File: src/rtl/div_nr_sched.sv
// div_nr_sched: one 8/4 nonrestoring divider shared by NREQ requesters.
//   Requests are granted round-robin in IDLE only. Each accepted operation is
//   either screened out (divide-by-zero or a quotient that needs more than 4
//   bits) and answered the next cycle, or iterated one quotient bit per clock.
//   The response is tagged with the id of the requester that was granted.
//
// Ports:
//   clk        clock, all state changes on the rising edge
//   rst_n      synchronous active-low reset
//   req_valid  [NREQ]    per-requester operation pending
//   req_a      [8*NREQ]  dividends, requester i at [8i+7:8i]
//   req_b      [4*NREQ]  divisors,  requester i at [4i+3:4i]
//   req_ready  [NREQ]    one-hot grant (combinational, IDLE only)
//   rsp_valid            response held until rsp_ready
//   rsp_ready            consumer accepts the response
//   rsp_id     [IDW]     requester being answered
//   rslt       [8]       {remainder, quotient}; 8'h00 on error
//   err                  divide-by-zero or quotient overflow
module div_nr_sched #(
  parameter int NREQ = 2,
  parameter int IDW  = 1
) (
  input  logic                 clk,
  input  logic                 rst_n,
  input  logic [NREQ-1:0]      req_valid,
  input  logic [8*NREQ-1:0]    req_a,
  input  logic [4*NREQ-1:0]    req_b,
  output logic [NREQ-1:0]      req_ready,
  output logic                 rsp_valid,
  input  logic                 rsp_ready,
  output logic [IDW-1:0]       rsp_id,
  output logic [7:0]           rslt,
  output logic                 err
);

  typedef enum logic [1:0] {IDLE, ITER, FIX, DONE} state_t;

  state_t         state;
  logic [IDW-1:0] ptr;     // requester with top priority
  logic [1:0]     cnt;     // iteration index 0..3
  logic [5:0]     r;       // signed partial remainder
  logic [3:0]     q;       // dividend low bits shifting out, quotient shifting in
  logic [3:0]     bq;      // latched divisor

  // Flat request buses viewed as per-requester lanes.
  logic [NREQ-1:0][7:0] a_arr;
  logic [NREQ-1:0][3:0] b_arr;
  assign a_arr = req_a;
  assign b_arr = req_b;

  // ---------------- round-robin arbiter ----------------
  logic [NREQ-1:0] grant;
  logic [IDW-1:0]  gidx;
  logic [IDW-1:0]  cand;
  logic            hit;

  always_comb begin
    grant = '0;
    gidx  = '0;
    cand  = '0;
    hit   = 1'b0;
    // Scan starting at the pointer and wrap; first valid requester wins.
    for (int k = 0; k < NREQ; k++) begin
      cand = IDW'((int'(ptr) + k) % NREQ);
      if (!hit && req_valid[cand]) begin
        grant[cand] = 1'b1;
        gidx        = cand;
        hit         = 1'b1;
      end
    end
  end

  // Gating with rst_n keeps the grant low while reset is being held.
  assign req_ready = (state == IDLE && rst_n) ? grant : '0;

  logic            acc;
  logic [7:0]      a_sel;
  logic [3:0]      b_sel;
  logic            bad;
  logic [IDW-1:0]  ptr_nxt;

  assign acc     = |(req_valid & req_ready);
  assign a_sel   = a_arr[gidx];
  assign b_sel   = b_arr[gidx];
  // b == 0 is caught by the compare as well, listed for clarity.
  assign bad     = (b_sel == 4'd0) || (a_sel[7:4] >= b_sel);
  assign ptr_nxt = (gidx == IDW'(NREQ - 1)) ? '0 : gidx + 1'b1;

  // ---------------- nonrestoring step ----------------
  logic [5:0] r_sh;
  logic [5:0] r_nxt;
  logic [3:0] rem;

  // Shift in the next dividend bit, then add or subtract depending on sign.
  assign r_sh  = {r[4:0], q[3]};
  assign r_nxt = r[5] ? (r_sh + {2'b00, bq}) : (r_sh - {2'b00, bq});
  // Final correction; the true remainder lies in [0,b) so 4 bits suffice.
  assign rem   = r[5] ? (r[3:0] + bq) : r[3:0];

  // ---------------- control / datapath registers ----------------
  always_ff @(posedge clk) begin
    if (!rst_n) begin
      state     <= IDLE;
      ptr       <= '0;
      cnt       <= '0;
      r         <= '0;
      q         <= '0;
      bq        <= '0;
      rsp_valid <= 1'b0;
      rsp_id    <= '0;
      rslt      <= '0;
      err       <= 1'b0;
    end else begin
      case (state)
        IDLE: begin
          if (acc) begin
            ptr    <= ptr_nxt;
            rsp_id <= gidx;
            bq     <= b_sel;
            r      <= {2'b00, a_sel[7:4]};
            q      <= a_sel[3:0];
            cnt    <= '0;
            if (bad) begin
              state     <= DONE;
              rsp_valid <= 1'b1;
              err       <= 1'b1;
              rslt      <= 8'h00;
            end else begin
              state <= ITER;
            end
          end
        end
        ITER: begin
          r   <= r_nxt;
          q   <= {q[2:0], ~r_nxt[5]};
          cnt <= cnt + 2'd1;
          if (cnt == 2'd3) state <= FIX;
        end
        FIX: begin
          rslt      <= {rem, q};
          err       <= 1'b0;
          rsp_valid <= 1'b1;
          state     <= DONE;
        end
        DONE: begin
          if (rsp_ready) begin
            rsp_valid <= 1'b0;
            state     <= IDLE;
          end
        end
        default: state <= IDLE;
      endcase
    end
  end

endmodule

File: config.mk
export PLATFORM = sky130hd
export DESIGN_NAME = div_nr_sched
export DESIGN_NICKNAME = d
export VERILOG_FILES = /design/src/rtl/div_nr_sched.sv
export SDC_FILE = /design/constraint.sdc
export NUM_CORES = 1
export LEC_CHECK = 0
export CORE_MARGIN = 3
export CORE_UTILIZATION = 47
export DETAILED_ROUTE_END_ITERATION = 6
export PLACE_DENSITY = 0.85
export SLEW_MARGIN = 15
export SYNTH_ARGS = -nofsm -noshare
export SYNTH_HDL_FRONTEND = slang
export SYNTH_SLANG_ARGS = --single-unit
export TNS_END_PERCENT = 100
File: constraint.sdc
create_clock -name clk -period 3.7 [get_ports clk]
set_input_delay 0.74 -clock clk [delete_from_list [all_inputs] [get_ports clk]]
set_output_delay 0.74 -clock clk [all_outputs]
set_load 0.01 [all_outputs]
Word-level counts from Yosys, hierarchy flattened
Cells that the tools add are included.
{ "classes": {"muxes": 40, "reduce_logical": 17, "add_sub_neg": 6, "n_bitwise": 3, "n_eq_ne": 8, "magnitude_cmp": 6} }
{ "ops": {"columns": ["cell", "count"], "rows": [
  ["2-to-1 mux 8 bit", 4],
  ["2-to-1 mux 2 bit", 8],
  ["2-to-1 mux 4 bit", 4],
  ["case mux 8 bit (2 select lines)", 1],
  ["2-to-1 mux 1 bit", 13],
  ["2-to-1 mux 6 bit", 2],
  ["case mux 6 bit (2 select lines)", 1],
  ["inequality test 2 bit (second input constant)", 4],
  ["case mux 2 bit (4 select lines)", 1],
  ["case mux 4 bit (2 select lines)", 1],
  ["adder 6 x 4 -> 6 bit", 1],
  ["== test 2 bit (second input constant)", 3],
  ["less-than comparator 1 x 2 -> 1 bit (second input constant)", 3],
  ["AND reduction 3 bit", 2],
  ["subtractor 6 x 4 -> 6 bit", 1],
  ["adder 4 bit", 1],
  [">= comparator 4 bit", 1],
  ["logical AND 1 bit", 4],
  ["zero test 4 bit", 1],
  ["case mux 2 bit (2 select lines)", 1],
  ["AND reduction 2 bit", 2],
  ["AND reduction 4 bit", 1],
  ["nonzero test 2 bit", 2],
  ["case mux 1 bit (3 select lines)", 1],
  ["other kinds (14)", 17]
]} }
{ "word_totals": {"reg_bits": 30, "in_bits": 29, "wordCells": 90, "out_inout_bits": 13} }

Longest topological paths before layout
Gate-level depths: netlist of the first run.
{ "depth": {"ltp_word": 13, "depth_mapped": 10, "ltp_nobuf": 10} }

Least setup slack after synthesis of the first run
OpenSTA, ideal clock, no wires.
{ "synth_path": {"path_type": "input port to flip-flop", "startpoint": "in req_valid[1]", "endpoint": "reg rslt[7]", "path_buffers": 2, "slack_ps": 559, "required_time_ps": 3583, "cell_stages": 10, "t_arrival_ps": 3023, "setup_time_ps": 117, "cell_sequence": "clkbuf_8 -> nand2_1 -> buf_4 -> mux2_2 -> ha_1 -> nand2b_1 -> a211oi_1 -> o2111ai_4 -> and4_2 -> a32o_2"} }
{ "synth_via": {"elab_chain_cells": 12, "elab_cells_between_ends": 25, "classes_between": "1 x order compare; 2 x eq/ne; 14 x mux; 2 x bitwise; 6 x reduce/logical"} }
{ "synth_rtl": {"columns": ["element", "line_no", "rtl"], "rows": [
  ["start, declared", "25", "input logic [NREQ-1:0] req_valid,"],
  ["2-to-1 mux 1 bit (implied by the code) (2 in series)", "65", "if (!hit && req_valid[cand]) begin"],
  ["2-to-1 mux 1 bit", "65", null],
  ["zero test 1 bit", "65", null],
  ["logical AND 1 bit", "65", null],
  ["2-to-1 mux 1 bit (*)", "65", null],
  ["2-to-1 mux 4 bit (implied by the code) (*) (2 in series)", "84", "assign b_sel = b_arr[gidx];"],
  ["via b_sel[0]", "78", "logic [3:0] b_sel;"],
  [">= comparator 4 bit or zero test 4 bit (tied branches)", "86", "assign bad = (b_sel == 4'd0) || (a_sel[7:4] >= b_sel);"],
  ["logical OR 1 bit (*)", "86", null],
  ["inequality test 2 bit (no source line) (*)", null, null],
  ["AND reduction 3 bit (no source line) (*)", null, null],
  ["end signal, assigned", "140", "rslt <= {rem, q};"],
  ["end, declared", "32", "output logic [7:0] rslt,"]
]} }
The timed path passes the listed nets; every way through them passes the cells marked *. The select of a mux whose other input is x is not followed.
A chain may end at the register's enable or synchronous reset.

Final worst setup path of the first run
{ "layout_path": {"startpoint": "in req_valid[0]", "endpoint": "reg rslt[6]"} }
The elaborated chain is that of the path after synthesis.

==> results of run 1 <==
[through the flow]
| stage | area [µm²] | power (mW) | setup slack, ns | instances | util, % |
|---|---|---|---|---|---|
| after CTS | 2580 | 1.67 | 0.346 | 324 | 63.2 |
| after detailed placement | 2490 | 1.38 | 0.0722 | 316 | 60.9 |
| after floorplan | 2050 | 1.15 | 0.559 | 233 | - |
| after global routing | 2580 | 1.80 | 0.170 | 324 | 63.2 |
| final | 2580 | 1.68 | 0.340 | 324 | 63.2 |
| after global placement | 2490 | 1.36 | 0.170 | 316 | 60.9 |
[worst min-delay path, stage by stage (launching register included)]
cell and delay [ns]:
dfxtp_1 0.31, nand2_1 0.05, mux2i_1 0.05
[logic make-up after synthesis]
| family | share of synthesized area [%] |
|---|---|
| AND/OR/NAND/NOR | 18.3 |
| adder cells (fa/ha/maj) | 13.6 |
| XOR/XNOR | 3.00 |
| AO/OA/AOI/OAI | 19.7 |
| flip-flops | 29.3 |
| multiplexers | 11.2 |
| buffers and inverters | 4.89 |
[sequential cells by signal, indices dropped and copies added, names as in the netlist]
name       count
rsp_valid      1
rslt           8
rsp_id         1
ptr            1
bq             4
r              6
state          2
cnt            2
err            1
q              4
[per-layer routing]
layer | wire [µm] | GRT usage, % | vias up
met5 | 0 | 0 | -
met4 | 157 | 11.3 | 0
met3 | 301 | 3.74 | 14
met2 | 2340 | 34.0 | 77
met1 | 2230 | 26.0 | 859
li1 | - | - | 932
[area by class of cell]
class / instances / area (µm²) / area share, %
multi-input cells: 181 / 1350 / 52.1
flip-flops and latches: 30 / 601 / 23.3
repair buffers: 45 / 440 / 17.1
clock buffers: 6 / 82.6 / 3.20
well taps: 50 / 62.6 / 2.42
inverters: 10 / 37.5 / 1.45
clock inverters: 2 / 12.5 / 0.484
[cells in the mapped netlist (all sizes together) (3+ instances only)]
library cell,n
a21oi,16
nand2,27
a311o,4
a211oi,6
xor2,3
o21ai,4
nor2,21
dfxtp,30
nand2b,5
o2111ai,4
a21o,5
buf,4
inv,9
ha,19
mux2,7
mux2i,15
nand3,14
clkbuf,8
xnor2,4
[worst max-delay path by stage]
stage	start	to	slack [ns]	cells after the start
global placement	req_valid[0]	rslt[7]$_SDFFE_PN0P_	0.17	10
global route	req_valid[0]	rslt[6]$_SDFFE_PN0P_	0.17	11
detailed placement	req_valid[0]	rslt[3]$_SDFFE_PN0P_	0.07	11
floorplan	req_valid[1]	rslt[7]$_SDFFE_PN0P_	0.56	10
finish	req_valid[0]	rslt[6]$_SDFFE_PN0P_	0.34	11
CTS	req_valid[0]	rslt[3]$_SDFFE_PN0P_	0.35	11
[power breakdown]
group | switching [mW] | internal, mW
sequential | 0.0879 | 0.403
combinational | 0.512 | 0.394
clock | 0.131 | 0.149
total | 0.731 | 0.947
==> metrics.txt, run 1 <==
status=finished clean; 1st-iter DRT viols=roughly 120; Post-synth EDFFs=0; cell chain of the critical path=clkdlybuf4s50_1, nand2b_4, nand2_1, mux2_2, ha_1, nand2b_1, a211oi_1, o2111ai_4, buf_4, nand2_8, mux2i_1; initial antenna violation count=0; final net count=around 320; Die Y-Extent=slightly above 70 µm; DIE WIDTH=roughly 72 µm; crit path DAT=~3.6 ns; DR WL/cell=around 16 µm; Residual DRC=0; htree depth=2; largest net degree at the start of global routing=24; post-synthesis cell type count=48; CP bufs+invs=2; Worst path top cell family by delay=buffers and inverters; FF-to-FF End=rslt[6]$_SDFFE_PN0P_; delay of the slowest critical-path stage=around 0.57 ns; Top FF cell, synth=dfxtp_1; Final period util=between 90 and 100%; Worst-path clk slew=0.07 ns; # resized after CTS=0; peak fanout along the critical path=9; worst r2r path cells=10; Hold Buf Count CTS=0; RD Place Congestion=about 0.85; Post CTS Setup Buffer Count=0; Reg2Reg Setup Slack=approximately 0.98 ns; most frequent cells in the layout=clkdlybuf4s50_1, dfxtp_1, nand2_1, nor2_1, ha_1; Gate Count Post-Synth=~230; Vias=about 1900; Lkg Pwr=roughly 1.1 nW; DIE AREA=5180 µm²; hold slack final=between 0.4 and 0.5 ns; post-DP HPWL=3810 µm; Tmin final=3.36 ns; share of layout cells above drive strength 1=about a tenth; clk buf depth=2; Yosys top cell area share=roughly 30%; Worst Hold Class=flip-flop to flip-flop; Final Skew=approximately 0.0064 ns; Synthesis Warnings=0; Clock Tree Root=clkbuf_8; hold path endpoint=rslt[5]$_SDFFE_PN0P_; CP Launch Type=primary input; max_slew headroom=roughly 52%; number of global-route vias before repair=approximately 1800; # clock sinks=30; number of vias per cell=5.81; post-synthesis sequential area ratio=29.3%; WP data required=between 3 and 4 ns; Congestion Overflow GR=0; TritonCTS clock tree=done; DRT Wirelength=5030 µm; Routed Antenna Nets=0; Antenna Cells=0; CTS buffer count=5; worst r2r src=ptr$_SDFFE_PN0P_; Avg Cell Area, Syn=8.79 µm²; final hold vios=0; Setup-failing EPs final=0; Max Slew Vio Count=0; Power Density=650 nW/µm²; max cap viols=0; kind of critical path=primary input to flip-flop; HP Start=rslt[5]$_SDFFE_PN0P_; setup TNS=0 ns; IO Pins=between 40 and 50; First-pass DRT Iterations=5; commonest non-fill, non-tap cell in the layout=clkdlybuf4s50_1; leading area contributor after synthesis=dfxtp_1; fillers=350; Initial Utilization=between 50% and 60%; P&R area growth vs syn=26.2%; All-Layer GR Usage=20.8%; cell depth of the worst hold path=2; first-pass GRT wire length=8430 µm; RSZ-0062 raised after global routing=false; crit end category=flip-flop; Worst Max-Slew Pin Slew=between 0.7 and 0.8 ns; Slowest-stage cell, CP=clkdlybuf4s50_1; Port Buffers=41; Std-Cell Rows=23; ys async rst share=0%; fmax=a little under 300 MHz; register bit total from synthesis=30; Core Box Area=between 4000 and 5000 µm²; Mapped Area=between 2000 and 2500 µm²; Clock Latency Late Sink=0.29 ns; Peak VDD IR=~0.33 mV; syn_nets=between 200 and 300; Area contributors post-synth=dfxtp_1, ha_1, mux2i_1
Note: power is estimated with default switching activity, not from simulation.
==> run 2, diff against run 1 <==
--- a/config.mk
+++ b/config.mk
@@ -8,7 +8,7 @@
 export CORE_MARGIN = 3
 export CORE_UTILIZATION = 47
 export DETAILED_ROUTE_END_ITERATION = 6
-export PLACE_DENSITY = 0.85
+export PLACE_DENSITY_LB_ADDON = 0.12
 export SLEW_MARGIN = 15
 export SYNTH_ARGS = -nofsm -noshare
 export SYNTH_HDL_FRONTEND = slang
==> metrics.txt, run 2 (synthesis results as in run 1) <==
DIE AREA=5180 µm² (unchanged); kind of critical path=primary input to flip-flop (unchanged); status=finished clean (unchanged); DRT Wirelength=4800 µm (was 5030 µm); most frequent cells in the layout=clkdlybuf4s50_1, dfxtp_1, nand2_1, nor2_1, ha_1 (unchanged); Routed Antenna Nets=0 (unchanged); delay of the slowest critical-path stage=0.52 ns (was 0.57 ns); Post CTS Setup Buffer Count=0 (unchanged); Residual DRC=0 (unchanged); fillers=353 (was 350); fin cells=326 (was 324); Power Density=675 nW/µm² (was 650 nW/µm²); setup TNS=0 ns (unchanged); initial antenna violation count=0 (unchanged); crit end category=flip-flop (unchanged); number of vias per cell=5.71 (was 5.81); met1 usage=27.8% (was 26.0%); Final Cell Area=2650 µm² (was 2580 µm²); crit path DAT=3.47 ns (was 3.57 ns); largest net degree at the start of global routing=25 (was 24); fmax=303 MHz (was 298 MHz); WP data required=3.88 ns (was 3.91 ns); DR WL/cell=14.7 µm (was 15.5 µm); cell chain of the critical path=clkdlybuf4s50_1, nand2b_4, nand2_1, buf_4, mux2i_1, ha_1, nand2b_1, a211oi_1, o2111ai_4, and4_2, a32o_2 (was clkdlybuf4s50_1, nand2b_4, nand2_1, mux2_2, ha_1, nand2b_1, a211oi_1, o2111ai_4, buf_4, nand2_8, mux2i_1); Clock Tree Root=clkbuf_8 (unchanged); CTS buffer count=5 (unchanged); DIE WIDTH=72.0 µm (unchanged); DP Cell Count=318 (was 316); # clock sinks=30 (unchanged); Tmin final=3.30 ns (was 3.36 ns); Congestion Overflow GR=0 (unchanged); final hold vios=0 (unchanged); Setup-failing EPs final=0 (unchanged); IO Pins=42 (unchanged); placed inst area=2500 µm² (was 2490 µm²); Core Box Area=4090 µm² (unchanged); number of flip-flops in the largest register=8 (unchanged); Peak VDD IR=0.426 mV (was 0.333 mV); commonest non-fill, non-tap cell in the layout=clkdlybuf4s50_1 (unchanged); Final Skew=0.00725 ns (was 0.00635 ns); GRT met2 Usage=31.8% (was 34.0%); CP Launch Type=primary input (unchanged); RSZ-0062 raised after global routing=false (unchanged); TritonCTS clock tree=done (unchanged); # resized after CTS=0 (unchanged); RD Place Congestion=0.845 (was 0.854); peak fanout along the critical path=7 (was 9); Worst-path clk slew=0.07 ns (about the same); grt peak-use layer=met2 (unchanged); Clock Latency Late Sink=0.28 ns (was 0.29 ns); Largest Register=rslt (unchanged); Initial Utilization=50.1% (unchanged); Antenna Cells=0 (unchanged); final net count=325 (was 323); First-pass DRT Iterations=4 (was 5); Port Buffers=41 (unchanged); max_slew headroom=51.0% (was 52.4%); Lkg Pwr=1.13 nW (was 1.10 nW); Slowest-stage cell, CP=clkdlybuf4s50_1 (unchanged); htree depth=2 (unchanged); Hold Buf Count CTS=0 (unchanged); Reg2Reg Setup Slack=0.97 ns (was 0.98 ns); Std-Cell Rows=23 (unchanged); Worst Max-Slew Pin Slew=0.735 ns (was 0.713 ns); post-DP HPWL=3770 µm (was 3810 µm); Die Y-Extent=72.0 µm (unchanged); Final period util=89.1% (was 90.8%); first-pass GRT wire length=8310 µm (was 8430 µm); share of layout cells above drive strength 1=10.5% (was 9.85%); clk buf depth=2 (unchanged); All-Layer GR Usage=20.2% (was 20.8%); Max Slew Vio Count=0 (unchanged); max cap viols=0 (unchanged); Worst Hold Class=flip-flop to flip-flop (unchanged); P&R area growth vs syn=29.2% (was 26.2%); number of global-route vias before repair=1853 (was 1825); Vias=1861 (was 1882); 1st-iter DRT viols=123 (unchanged); top flop regs=rslt (8), r (6) (unchanged); M3 GR Usage=3.74% (unchanged)
-- run 2: cell types whose count changed in the layout (fill, tap and decap cells not counted) --
| cell | delta |
|---|---|
| buf_4 | +2 |
| bufinv_16 | +2 |
| clkinvlp_4 | -1 |
| clkinv_2 | -1 |
-- run 2: final timing paths --
check                                           from                   end  cells after the start
worst max-delay path                    req_valid[0]  rslt[7]$_SDFFE_PN0P_                     11
worst min-delay path            rslt[6]$_SDFFE_PN0P_  rslt[6]$_SDFFE_PN0P_                      2
worst max register to register      ptr$_SDFFE_PN0P_  rslt[7]$_SDFFE_PN0P_                     10
worst min register to register  rslt[6]$_SDFFE_PN0P_  rslt[6]$_SDFFE_PN0P_                      2
-- run 2: power breakdown --
| group | leakage, nW | switching [mW] | internal (mW) |
|---|---|---|---|
| logic | 0.812 | 0.497 | 0.387 |
| registers | 0.245 | 0.0853 | 0.403 |
| clock network | 0.0714 | 0.126 | 0.287 |
| total | 1.13 | 0.709 | 1.08 |
-- run 2: worst max-delay path: cells and delay by family --
| family | cells | cell delay (ns) |
|---|---|---|
| buffers and inverters | 2 | 0.69 |
| adder cells (fa/ha/maj) | 1 | 0.27 |
| AND/OR/NAND/NOR | 4 | 0.66 |
| AO/OA/AOI/OAI | 3 | 0.86 |
| multiplexers | 1 | 0.26 |
-- run 2: final cells by class --
type,count,area [µm²],share of cell area [%]
Inverter,10,37.5,1.42
Clock buffer,6,82.6,3.12
Multi-Input combinational cell,181,1350,50.9
Clock inverter,2,60.1,2.27
Timing Repair Buffer,47,455,17.2
Sequential cell,30,601,22.7
Tap cell,50,62.6,2.37
-- run 2: metrics by stage --
stage                     setup WS (ns)  util (%)  total power [mW]  hold WS [ns]
after CTS                         0.359      64.7              1.79         0.465
after floorplan                   0.559         -              1.15         0.446
after detailed placement         0.0574      61.2              1.37         0.451
after global placement            0.169      61.2              1.36         0.445
final                             0.404      64.7              1.79         0.458
after global routing              0.268      64.7              1.93         0.491
-- run 2: metal layers --
metal / up-vias / routed length [µm]
li1: 938 / -
met1: 866 / 2250
met2: 51 / 2210
met3: 6 / 288
met4: 0 / 52
met5: - / 0
